### src/rtl/mem_access_pkg.sv
// mem_access_pkg: width codes, FSM encoding and request legality check for mem_access_unit
package mem_access_pkg;
  localparam logic [2:0] F3_B  = 3'b000;
  localparam logic [2:0] F3_H  = 3'b001;
  localparam logic [2:0] F3_W  = 3'b010;
  localparam logic [2:0] F3_BU = 3'b100;
  localparam logic [2:0] F3_HU = 3'b101;
  typedef enum logic [2:0] {IDLE, RD, WR, DONE, ERR} state_t;
  // Illegal code, misaligned halfword/word, or unsigned width on a store.
  function automatic logic f3_bad(input logic [2:0] f3, input logic [1:0] off, input logic wr);
    return f3 == 3'b011 || f3[2:1] == 2'b11 || ((f3 == F3_H || f3 == F3_HU) && off[0]) ||
           (f3 == F3_W && off != 2'b00) || (f3[2] && wr);
  endfunction
endpackage

### src/rtl/subword_align.sv
// subword_align: little-endian lane extraction/extension for loads and lane merge for stores
// Ports: word_i memory word, off_i byte offset, f3_i width code, sdata_i right-aligned store value,
//        load_o extended load value, store_o word with the addressed lane replaced.
module subword_align
  import mem_access_pkg::*;
(
  input  logic [31:0] word_i,
  input  logic [1:0]  off_i,
  input  logic [2:0]  f3_i,
  input  logic [31:0] sdata_i,
  output logic [31:0] load_o,
  output logic [31:0] store_o
);
  logic [7:0]  b;
  logic [15:0] h;
  assign b = word_i[{off_i, 3'b000} +: 8];
  assign h = off_i[1] ? word_i[31:16] : word_i[15:0];
  assign load_o = f3_i == F3_B  ? {{24{b[7]}}, b} :
                  f3_i == F3_H  ? {{16{h[15]}}, h} :
                  f3_i == F3_BU ? {24'h0, b} :
                  f3_i == F3_HU ? {16'h0, h} : word_i;
  always_comb begin
    store_o = word_i;
    if (f3_i == F3_B) store_o[{off_i, 3'b000} +: 8] = sdata_i[7:0];
    else if (f3_i == F3_H) store_o[{off_i[1], 4'b0000} +: 16] = sdata_i[15:0];
    else store_o = sdata_i;
  end
endmodule

### src/rtl/mem_access_unit.sv
// mem_access_unit: load/store front-end adding sub-word access to a word-only data memory
// Ports: CLK/RST (async active-high); ReqValid/ReqReady/ReqWrite/Funct3/Addr/StoreData request;
//        LoadData/Done/Error completion; MemAddr/MemWData/MemWE/MemRData data-memory side.
// Optional MEM_BOUNDS_CHECK_EN: nonzero Addr[31:BITS_ADDR] is rejected instead of aliasing.
module mem_access_unit
  import mem_access_pkg::*;
#(
  parameter int BITS_ADDR = 8
) (
  input  logic                 CLK,
  input  logic                 RST,
  input  logic                 ReqValid,
  output logic                 ReqReady,
  input  logic                 ReqWrite,
  input  logic [2:0]           Funct3,
  input  logic [31:0]          Addr,
  input  logic [31:0]          StoreData,
  output logic [31:0]          LoadData,
  output logic                 Done,
  output logic                 Error,
  output logic [BITS_ADDR-3:0] MemAddr,
  output logic [31:0]          MemWData,
  output logic                 MemWE,
  input  logic [31:0]          MemRData
);
  state_t               state_q, state_d;
  logic [BITS_ADDR-1:0] addr_q, addr_d;
  logic [2:0]           f3_q, f3_d;
  logic                 wr_q, wr_d;
  logic [31:0]          sd_q, sd_d, merge_q, merge_d, ld_q, ld_d;
  logic                 done_q, err_q;
  logic [31:0]          ld_val, st_val;
  logic                 oob;
`ifdef MEM_BOUNDS_CHECK_EN
  assign oob = |Addr[31:BITS_ADDR];
`else
  logic unused_hi;
  assign unused_hi = ^Addr[31:BITS_ADDR];
  assign oob = 1'b0;
`endif
  subword_align u_align (
    .word_i (MemRData),
    .off_i  (addr_q[1:0]),
    .f3_i   (f3_q),
    .sdata_i(sd_q),
    .load_o (ld_val),
    .store_o(st_val)
  );
  always_comb begin
    state_d = state_q;
    addr_d  = addr_q;
    f3_d    = f3_q;
    wr_d    = wr_q;
    sd_d    = sd_q;
    merge_d = merge_q;
    ld_d    = ld_q;
    case (state_q)
      IDLE: if (ReqValid) begin
        addr_d  = Addr[BITS_ADDR-1:0];
        f3_d    = Funct3;
        wr_d    = ReqWrite;
        sd_d    = StoreData;
        state_d = (f3_bad(Funct3, Addr[1:0], ReqWrite) || oob) ? ERR :
                  (ReqWrite && Funct3 == F3_W) ? WR : RD;
      end
      RD: begin
        merge_d = wr_q ? st_val : merge_q;
        ld_d    = wr_q ? ld_q : ld_val;
        state_d = wr_q ? WR : DONE;
      end
      WR:      state_d = DONE;
      default: state_d = IDLE;
    endcase
  end
  always_ff @(posedge CLK or posedge RST) begin
    if (RST) begin
      state_q <= IDLE;
      addr_q  <= '0;
      f3_q    <= '0;
      wr_q    <= 1'b0;
      sd_q    <= '0;
      merge_q <= '0;
      ld_q    <= '0;
      done_q  <= 1'b0;
      err_q   <= 1'b0;
    end else begin
      state_q <= state_d;
      addr_q  <= addr_d;
      f3_q    <= f3_d;
      wr_q    <= wr_d;
      sd_q    <= sd_d;
      merge_q <= merge_d;
      ld_q    <= ld_d;
      done_q  <= state_d == DONE || state_d == ERR;
      err_q   <= state_d == ERR;
    end
  end
  // Write strobe decoded from state so an async reset drops it at once.
  assign MemWE    = state_q == WR;
  assign MemWData = (MemWE && f3_q == F3_W) ? sd_q : merge_q;
  assign MemAddr  = addr_q[BITS_ADDR-1:2];
  assign ReqReady = state_q == IDLE;
  assign LoadData = ld_q;
  assign Done     = done_q;
  assign Error    = err_q;
endmodule

### config.mk
export PLATFORM = sky130hd
export DESIGN_NAME = mem_access_unit
export DESIGN_NICKNAME = d
export VERILOG_FILES = /design/src/rtl/mem_access_pkg.sv /design/src/rtl/subword_align.sv /design/src/rtl/mem_access_unit.sv
export SDC_FILE = /design/constraint.sdc
export NUM_CORES = 1
export LEC_CHECK = 0
export ABC_AREA = 1
export CORE_ASPECT_RATIO = 1.75
export CORE_UTILIZATION = 50
export CTS_CLUSTER_DIAMETER = 200
export DETAILED_ROUTE_END_ITERATION = 16
export GPL_ROUTABILITY_DRIVEN = 0
export PLACE_DENSITY = 0.78
export SLEW_MARGIN = 20
export SYNTH_ARGS = -nofsm -noshare
export SYNTH_HDL_FRONTEND = slang
export SYNTH_SLANG_ARGS = --single-unit
### constraint.sdc
create_clock -name CLK -period 6.2 [get_ports CLK]
set_input_delay 1.24 -clock CLK [delete_from_list [all_inputs] [get_ports CLK]]
set_output_delay 1.24 -clock CLK [all_outputs]
set_load 0.005 [all_outputs]
# Word level (Yosys, flattened, before mapping)
# Cells that the tools add are included.
[word_totals]
inputBits = 103
out_inout_bits = 74
elab_cells = 62
regBits = 113
[classes]
eq_ne = 13
n_mux = 15
n_addsub = 2
n_reduce_logical = 17
bitwise_logic = 1
n_shift = 5
[ops]
columns = ["op", "count"]
rows = [
  ["2-to-1 mux 32 bit", 7],
  ["bitwise mux 32 bit", 2],
  ["variable shift 16 x 7 -> 32 bit (first input constant)", 1],
  ["variable shift 8 x 7 -> 32 bit (first input constant)", 1],
  ["indexed part select 16 x 7 -> 32 bit", 1],
  ["indexed part select 32 x 6 -> 8 bit", 1],
  ["indexed part select 8 x 7 -> 32 bit", 1],
  ["2-to-1 mux 16 bit", 1],
  ["== test 3 x 2 -> 1 bit (second input constant)", 5],
  ["negation 5 -> 7 bit", 2],
  ["== test 3 bit (second input constant)", 4],
  ["== test 3 x 1 -> 1 bit (second input constant)", 3],
  ["case mux 3 bit (3 select lines)", 1],
  ["zero test 3 bit", 2],
  ["logical OR 1 bit", 6],
  ["2-to-1 mux 3 bit", 2],
  ["AND reduction 2 bit", 3],
  ["logical AND 1 bit", 5],
  ["== test 2 bit (second input constant)", 1],
  ["2-to-1 mux 2 bit", 1],
  ["nonzero test 2 bit", 1],
  ["2-to-1 mux 1 bit", 1],
  ["inverter 1 bit", 1],
]

# Depth between registers and ports, before layout
# Gate-level depths: netlist of the first run.
[depth]
ltp_word = 11
depth_mapped = 12
ltp_nobuf = 10

# By module
# From an unflattened synthesis of the first run, not the netlist that was laid out.
[unflattened]
hier_cells = 1058
area_unflattened_um2 = 7170.6
[by_module_without_submodules]
columns = ["mod", "instances", "area_per_inst_um2", "cells_each", "seq_area_each_um2"]
rows = [
  ["mem_access_unit", 1, 4868.4, 578, 2827.7],
  ["subword_align", 1, 2302.2, 480, 0.0],
]

# Worst setup path before layout of the first run
# Ideal clock, no wire load.
[synth_path]
path_kind = "register -> output"
from = "register state_q[0]"
to = "output MemWData[0]"
t_arrival_ns = 1.292
n_path_buf = 1
path_slack_ns = 3.668
stages_incl_launch_ff = 5
t_required_ns = 4.960
cell_sequence = "dfrtp_1 nor3_2 nand4_2 buf_2 o21ai_0"
[synth_via]
elab_chain_cells = 3
[synth_lines]
columns = ["element", "line", "source"]
rows = [
  ["start, declared", "mem_access_unit.sv:26", "state_t state_q, state_d;"],
  ["start signal, assigned", "mem_access_unit.sv:87", "state_q <= state_d;"],
  ["== test 3 x 2 -> 1 bit", "mem_access_unit.sv:99", "assign MemWE = state_q == WR;"],
  ["via MemWE", "mem_access_unit.sv:23", "output logic MemWE,"],
  ["logical AND 1 bit", "mem_access_unit.sv:100", "assign MemWData = (MemWE && f3_q == F3_W) ? sd_q : merge_q;"],
  ["2-to-1 mux 32 bit", "mem_access_unit.sv:100", ""],
  ["end, declared", "mem_access_unit.sv:22", "output logic [31:0] MemWData,"],
]
# The timed path passes the listed nets, and every way through them passes these cells.

# Worst setup path in the final report of the first run
[layout_path]
from = "register state_q[0]"
to = "output MemWData[20]"
[layout_via]
elab_chain_cells = 3
[layout_lines]
columns = ["element", "line"]
rows = [
  ["== test 3 x 2 -> 1 bit", "mem_access_unit.sv:99"],
  ["logical AND 1 bit", "mem_access_unit.sv:100"],
  ["2-to-1 mux 32 bit", "mem_access_unit.sv:100"],
]
# Every way passes these cells.

==> results of run 1 <==
[worst min-delay path: stages (launching register included)]
cell,delay (ns)
dfrtp_1,0.34
nand2_1,0.05
nand2_1,0.05
[power by group]
group          internal, mW  switching, mW
clock                 0.705          0.364
sequential             1.11          0.249
combinational          1.09           1.41
total                  2.90           2.02
[per-stage QoR]
stage | util [%] | hold WS [ns] | total power [mW] | cell area, sq um | std cells
global route | 66.8 | 0.492 | 5.29 | 8900 | 1254
CTS | 66.8 | 0.481 | 4.92 | 8900 | 1254
floorplan | - | 0.449 | 2.89 | 6790 | 952
global placement | 62.0 | 0.462 | 3.78 | 8250 | 1222
finish | 66.8 | 0.477 | 4.92 | 8900 | 1254
detailed placement | 62.0 | 0.467 | 3.81 | 8250 | 1222
[per-layer routing]
metal	global-route usage, %	vias to the layer above
met5	0	-
met4	18.0	0
met3	5.60	94
met2	52.2	351
met1	36.4	3186
li1	-	3337
[area by class of cell]
type | count | area [sq um]
clock buffer | 20 | 467
clock inverter | 12 | 180
fill | 1160 | 4420
inverter | 70 | 267
multi-input combinational | 706 | 3360
sequential | 113 | 2830
tap | 174 | 218
timing repair buffer | 159 | 1570
[how the worst max path moves through the flow]
stage	from	to	slack, ns	cells after the start
after floorplan	RST	Done	1.97	1
after global placement	state_q[0]	MemWData[26]	2.42	5
after detailed placement	state_q[0]	MemWData[20]	2.42	5
after CTS	state_q[0]	MemWData[20]	1.96	5
after global routing	state_q[0]	MemWData[22]	1.75	5
final	state_q[0]	MemWData[20]	1.95	5
[sequential cells by signal, indices dropped and copies added, names as in the netlist]
signal	cells
addr_q	8
state_q	3
Done	1
sd_q	32
f3_q	3
Error	1
wr_q	1
LoadData	32
merge_q	32
[layout by cell type (no fill, tap or decap), types with 2 or more instances in the layout]
master and instances:
clkbuf_16 17, o21ai_0 132, buf_4 7, o211ai_1 9, bufinv_16 4, nand4_1 8
nand3_1 60, a2bb2oi_1 5, nor2_2 2, nand2_1 321, a21boi_1 20, a22oi_1 7
ha_1 5, clkinvlp_4 5, a21boi_0 5, inv_2 6, or2_2 25, clkinv_2 2
nor2_1 25, dfrtp_1 113, a21oi_1 60, nor2_4 2, o21ai_1 9, inv_1 61
clkdlybuf4s50_1 152, clkbuf_8 3
[cell families (layout without fill, tap and decap cells)]
family	Yosys count	in the layout
AOI/OAI and AO/OA	250	250
adders and majority gates	5	5
buffers and inverters	133	261
DFF	113	113
and+or+nand+nor	451	451
==> flow_summary_export.csv, run 1 <==
group,metric,value,unit
route,dr.first_iter.drc_count,681,
placed_design,io_buffers,152,
critical_path,end_kind,"output port",
die,die_h,156,um
global_route,antenna_found_initial,0,
sta,setup_slack,1.95,ns
run,maxCapViolCount,0,
critical_path,critPathTopFamily,"buffers and inverters",
clocking,clock_latency,0.42,ns
critical_path,crit_type,"flop to output port",
worst_hold_path,holdCritStartpoint,"addr_q[2]",
critical_path,r2r_cells,6,
clocking,postCtsHoldBufs,0,
sta,timing.fmax,235,MHz
die,io_pins,177,
yosys,netlist.area_leader.share,41.7,%
global_route,grt_start_max_net_pins,84,
clocking,clkTransAtPathRegs,0.06,ns
clocking,clock_path_buffers,2,
yosys,async_flop_share,100,%
die,die_x,90.1,um
die,start_util,51.0,%
yosys,syn_avg_cell_area,7.13,sq um
route,met1_length,8070,um
die,die_area,14100,sq um
route,drt-pass1-iter-count,11,
critical_path,critPathBufInv,2,
critical_path,critPathRequiredTime,4.96,ns
worst_hold_path,hp-class,"flop to flop",
sta,drv_slew,0,
critical_path,critPathMaxStageDelay,0.55,ns
pwr,leakage,4.10,nW
critical_path,r2r-end,"LoadData[30]",
route,vias,6968,
yosys,synth_seq_cells,113,
yosys,synth_most_common_cell,"nand2_1",
critical_path,crit_path_top_delay_cell,"nand4_2",
yosys,ys_warn_count,0,
route,wl_met2,10400,um
pwr,power.density,553,nW/um^2
sta,setup_viol,0,
global_route,track_usage,30.8,%
clocking,cts_buffers,17,
route,routed_via_density,5.56,
sta,fin_crit,4.25,ns
route,wire_per_inst,17.0,um
worst_hold_path,worstHoldEndpoint,"addr_q[2]",
critical_path,r2r_slack,3.55,ns
yosys,yosys.area_share.simple,28.3,%
placed_design,dp_hpwl,14700,um
yosys,netlist_top_cells_count,"321 x nand2_1, 132 x o21ai_0, 113 x dfrtp_1",
status,failed_checks,"DRC",
sta,finalCritPeriodShare,68.5,%
critical_path,cp.arrival,3.01,ns
route,ant_nets,0,
yosys,synth_fp_nets,1060,
layout,n_antenna_cell,0,
layout,syn_to_final_growth,31.1,%
yosys,synth_top_area_cell,"dfrtp_1",
pwr,irDropWorstVdd,0.000331,V
yosys,synth.area.top_cells,"dfrtp_1 42%, nand2_1 18%, o21ai_0 9.7%",
worst_hold_path,whs_path_depth,2,
yosys,ys_seq_area_share,41.7,%
yosys,synth_cell_types,38,
clocking,htree_num_levels,4,
sta,worstMarginPinSlew,1.09,ns
yosys,synth_fa_ha_area_share,0.922,%
die,row_count,56,
global_route,grt.overflow.total,0,
layout,drive_gt1_share,7.59,%
yosys,synthCells,952,
global_route,grt_pass1_vias,6711,
layout,fin_nets,1175,
sta,fin_tns_setup,0,ns
sta,slew_headroom,27.3,%
route,wl_met3,1590,um
route,highest_layer,"met4",
yosys,ys.flop_type,"dfrtp_1",
yosys,synthMuxAreaShare,0,%
yosys,synthXorXnorAreaFrac,0,%
route,drc,1,
yosys,synth_top_family_by_area,"simple AND/OR/NAND/NOR gates",
sta,rsz0062_at_grt,"no",
placed_design,place_ws,2.42,ns
clocking,cts_tree,"yes",
status,status,"finished with violations",
die,coreArea,13300,sq um
critical_path,r2r-start,"addr_q[1]",
route,wl,21300,um
sta,finClkSkew,0.00874,ns
global_route,grt_pass1_wl,33800,um
critical_path,start_kind,"flop",
critical_path,worstPathCellList,"nor3_2 -> nand4_2 -> buf_4 -> o21ai_0 -> clkdlybuf4s50_1",
clocking,post_cts_buffers,0,
sta,hold_violations,0,
yosys,synth-compound-area-share,20.4,%
clocking,cts_sinks,113,
yosys,syn-cell-area,6790,sq um
clocking,cts_resized,0,
clocking,cts_root_buf,"clkbuf_16",
yosys,synth_edf_count,0,
critical_path,crit_fanout,40,
Power figures use the tool's default switching activity.
==> inputs of run 2 (changes only) <==
==> constraint.sdc (replaced) <==
create_clock -name CLK -period 4 [get_ports CLK]
set_input_delay 0.8 -clock CLK [delete_from_list [all_inputs] [get_ports CLK]]
set_output_delay 0.8 -clock CLK [all_outputs]
set_load 0.005 [all_outputs]
==> run 2 against run 1 <==
  * The run still ends with DRC left
  * Non-clock buffer count is 3 higher
  * Largest cell class unchanged
  * Global-route usage is 0.25 points lower
  * Sequential share of layout area is 0.15 points higher
  * Setup slack worse by 1.7 ns
  * Hold slack better by 0.0024 ns
==> flow_summary_export.csv, run 2 (synthesis results as in run 1) <==
group,metric,value,unit
status,status,"finished with violations",
status,failed_checks,"DRC",
route,ant_nets,0,
placed_design,io_buffers,152,
sta,drv_slew,0,
critical_path,critPathBufInv,2,
sta,finalCritPeriodShare,93.0,%
critical_path,critPathTopFamily,"buffers and inverters",
global_route,antenna_found_initial,0,
pwr,pwr-share-clk,19.7,%
critical_path,crit_type,"flop to output port",
worst_hold_path,worstHoldEndpoint,"addr_q[4]",
critical_path,critPathRequiredTime,3.20,ns
global_route,grt_start_max_net_pins,64,
sta,rsz0062_at_grt,"no",
layout,drive_gt1_share,7.85,%
critical_path,crit_path_top_delay_cell,"nand4_2",
pwr,intPower,4.29,mW
die,die_area,14100,sq um
die,start_util,51.0,%
clocking,cts_root_buf,"clkbuf_16",
sta,timing.fmax,269,MHz
layout,n_antenna_cell,0,
critical_path,end_kind,"output port",
pwr,leakage,4.09,nW
route,drc,1,
route,wire_per_inst,16.9,um
critical_path,r2r-end,"merge_q[25]",
die,row_count,56,
global_route,track_usage,30.5,%
pwr,sequentialPowerShare,28.2,%
critical_path,worstPathCellList,"nor3_2 -> nand4_2 -> buf_4 -> o21ai_0 -> clkdlybuf4s50_1",
sta,fin_crit,3.72,ns
die,die_h,156,um
pwr,fin_total_pwr,7.46,mW
clocking,cts_tree,"yes",
run,maxCapViolCount,0,
die,coreArea,13300,sq um
critical_path,r2r-start,"addr_q[1]",
pwr,p_sw,3.17,mW
pwr,power.density,843,nW/um^2
clocking,clock_latency,0.43,ns
route,routed_via_density,5.57,
worst_hold_path,holdCritStartpoint,"addr_q[4]",
worst_hold_path,hp-class,"flop to flop",
sta,slew_headroom,45.6,%
sta,setup_viol,0,
layout,final_common_cell,"nand2_1",
layout,final_cell_mix,"321 x nand2_1, 152 x clkdlybuf4s50_1, 132 x o21ai_0",
pwr,pwr-share-comb,52.2,%
sta,finClkSkew,0.0109,ns
global_route,grt_pass1_vias,6623,
route,dr.first_iter.drc_count,677,
clocking,cts_resized,0,
clocking,clkTransAtPathRegs,0.06,ns
global_route,grt_pass1_wl,33700,um
critical_path,cp.arrival,2.92,ns
global_route,grt.overflow.total,0,
critical_path,r2r_slack,1.41,ns
placed_design,dp_hpwl,15000,um
die,io_pins,177,
sta,worstMarginPinSlew,0.814,ns
pwr,irDropWorstVdd,0.000526,V
clocking,post_cts_buffers,0,
sta,fin_tns_setup,0,ns
critical_path,start_kind,"flop",
clocking,postCtsHoldBufs,0,
critical_path,crit_fanout,40,
route,wl,21200,um
critical_path,r2r_cells,8,
worst_hold_path,whs_path_depth,2,
clocking,htree_num_levels,4,
pwr,p_sw_share,42.5,%
clocking,cts_buffers,17,
route,drt-pass1-iter-count,12,
critical_path,critPathMaxStageDelay,0.56,ns
layout,fin_nets,1178,
clocking,clock_path_buffers,2,
clocking,cts_sinks,113,
die,die_x,90.1,um
route,vias,7000,
sta,hold_violations,0,
layout,syn_to_final_growth,30.5,%
run 2: routing by layer:
layer	GRT usage, %	vias to the layer above	part of all wire (%)
met2	52.8	365	49
met5	0	-	0
met1	35.2	3195	37
met3	5.85	90	8.2
met4	17.5	0	5.5
li1	-	3350	-
run 2: final cells by class:
cell class,instances,area [sq um]
Sequential cell,113,2830
Clock inverter,14,130
Fill cell,1175,4460
Inverter,70,267
Multi-Input combinational cell,706,3360
Clock buffer,18,439
Timing Repair Buffer,162,1610
Tap cell,174,218
run 2: power groups by stage:
stage	combinational, mW	sequential (mW)	clock (mW)
after floorplan	2.49	1.99	0
after global placement	3.78	2.09	0
after detailed placement	3.84	2.09	0
after CTS	3.88	2.10	1.48
after global routing	4.33	2.17	1.52
final	3.89	2.10	1.47
run 2: stage by stage:
step                      util [%]  std cells  area (sq um)  worst slack, ns  hold WS, ns
after floorplan                  -        952          6790            0.213        0.449
after global placement        62.2       1225          8290            0.725        0.463
after detailed placement      62.2       1225          8290            0.718        0.466
after CTS                     66.5       1257          8850            0.280        0.482
after global routing          66.5       1257          8850           0.0736        0.496
final                         66.5       1257          8850            0.279        0.480
run 2: worst max-delay path by stage:
stage / start / endpoint / slack, ns / cells after the start
after detailed placement: state_q[0] / MemWData[22] / 0.72 / 5
after global routing: state_q[0] / MemWData[27] / 0.07 / 5
final: state_q[0] / MemWData[22] / 0.28 / 5
after CTS: state_q[0] / MemWData[22] / 0.28 / 5
after global placement: state_q[0] / MemWData[26] / 0.73 / 5
after floorplan: RST / Done / 0.21 / 1
run 2: worst min-delay path, cell delays in order, from the launching register on:
cell and delay, ns:
dfrtp_1 0.34, nand2_1 0.05, nand2_1 0.05
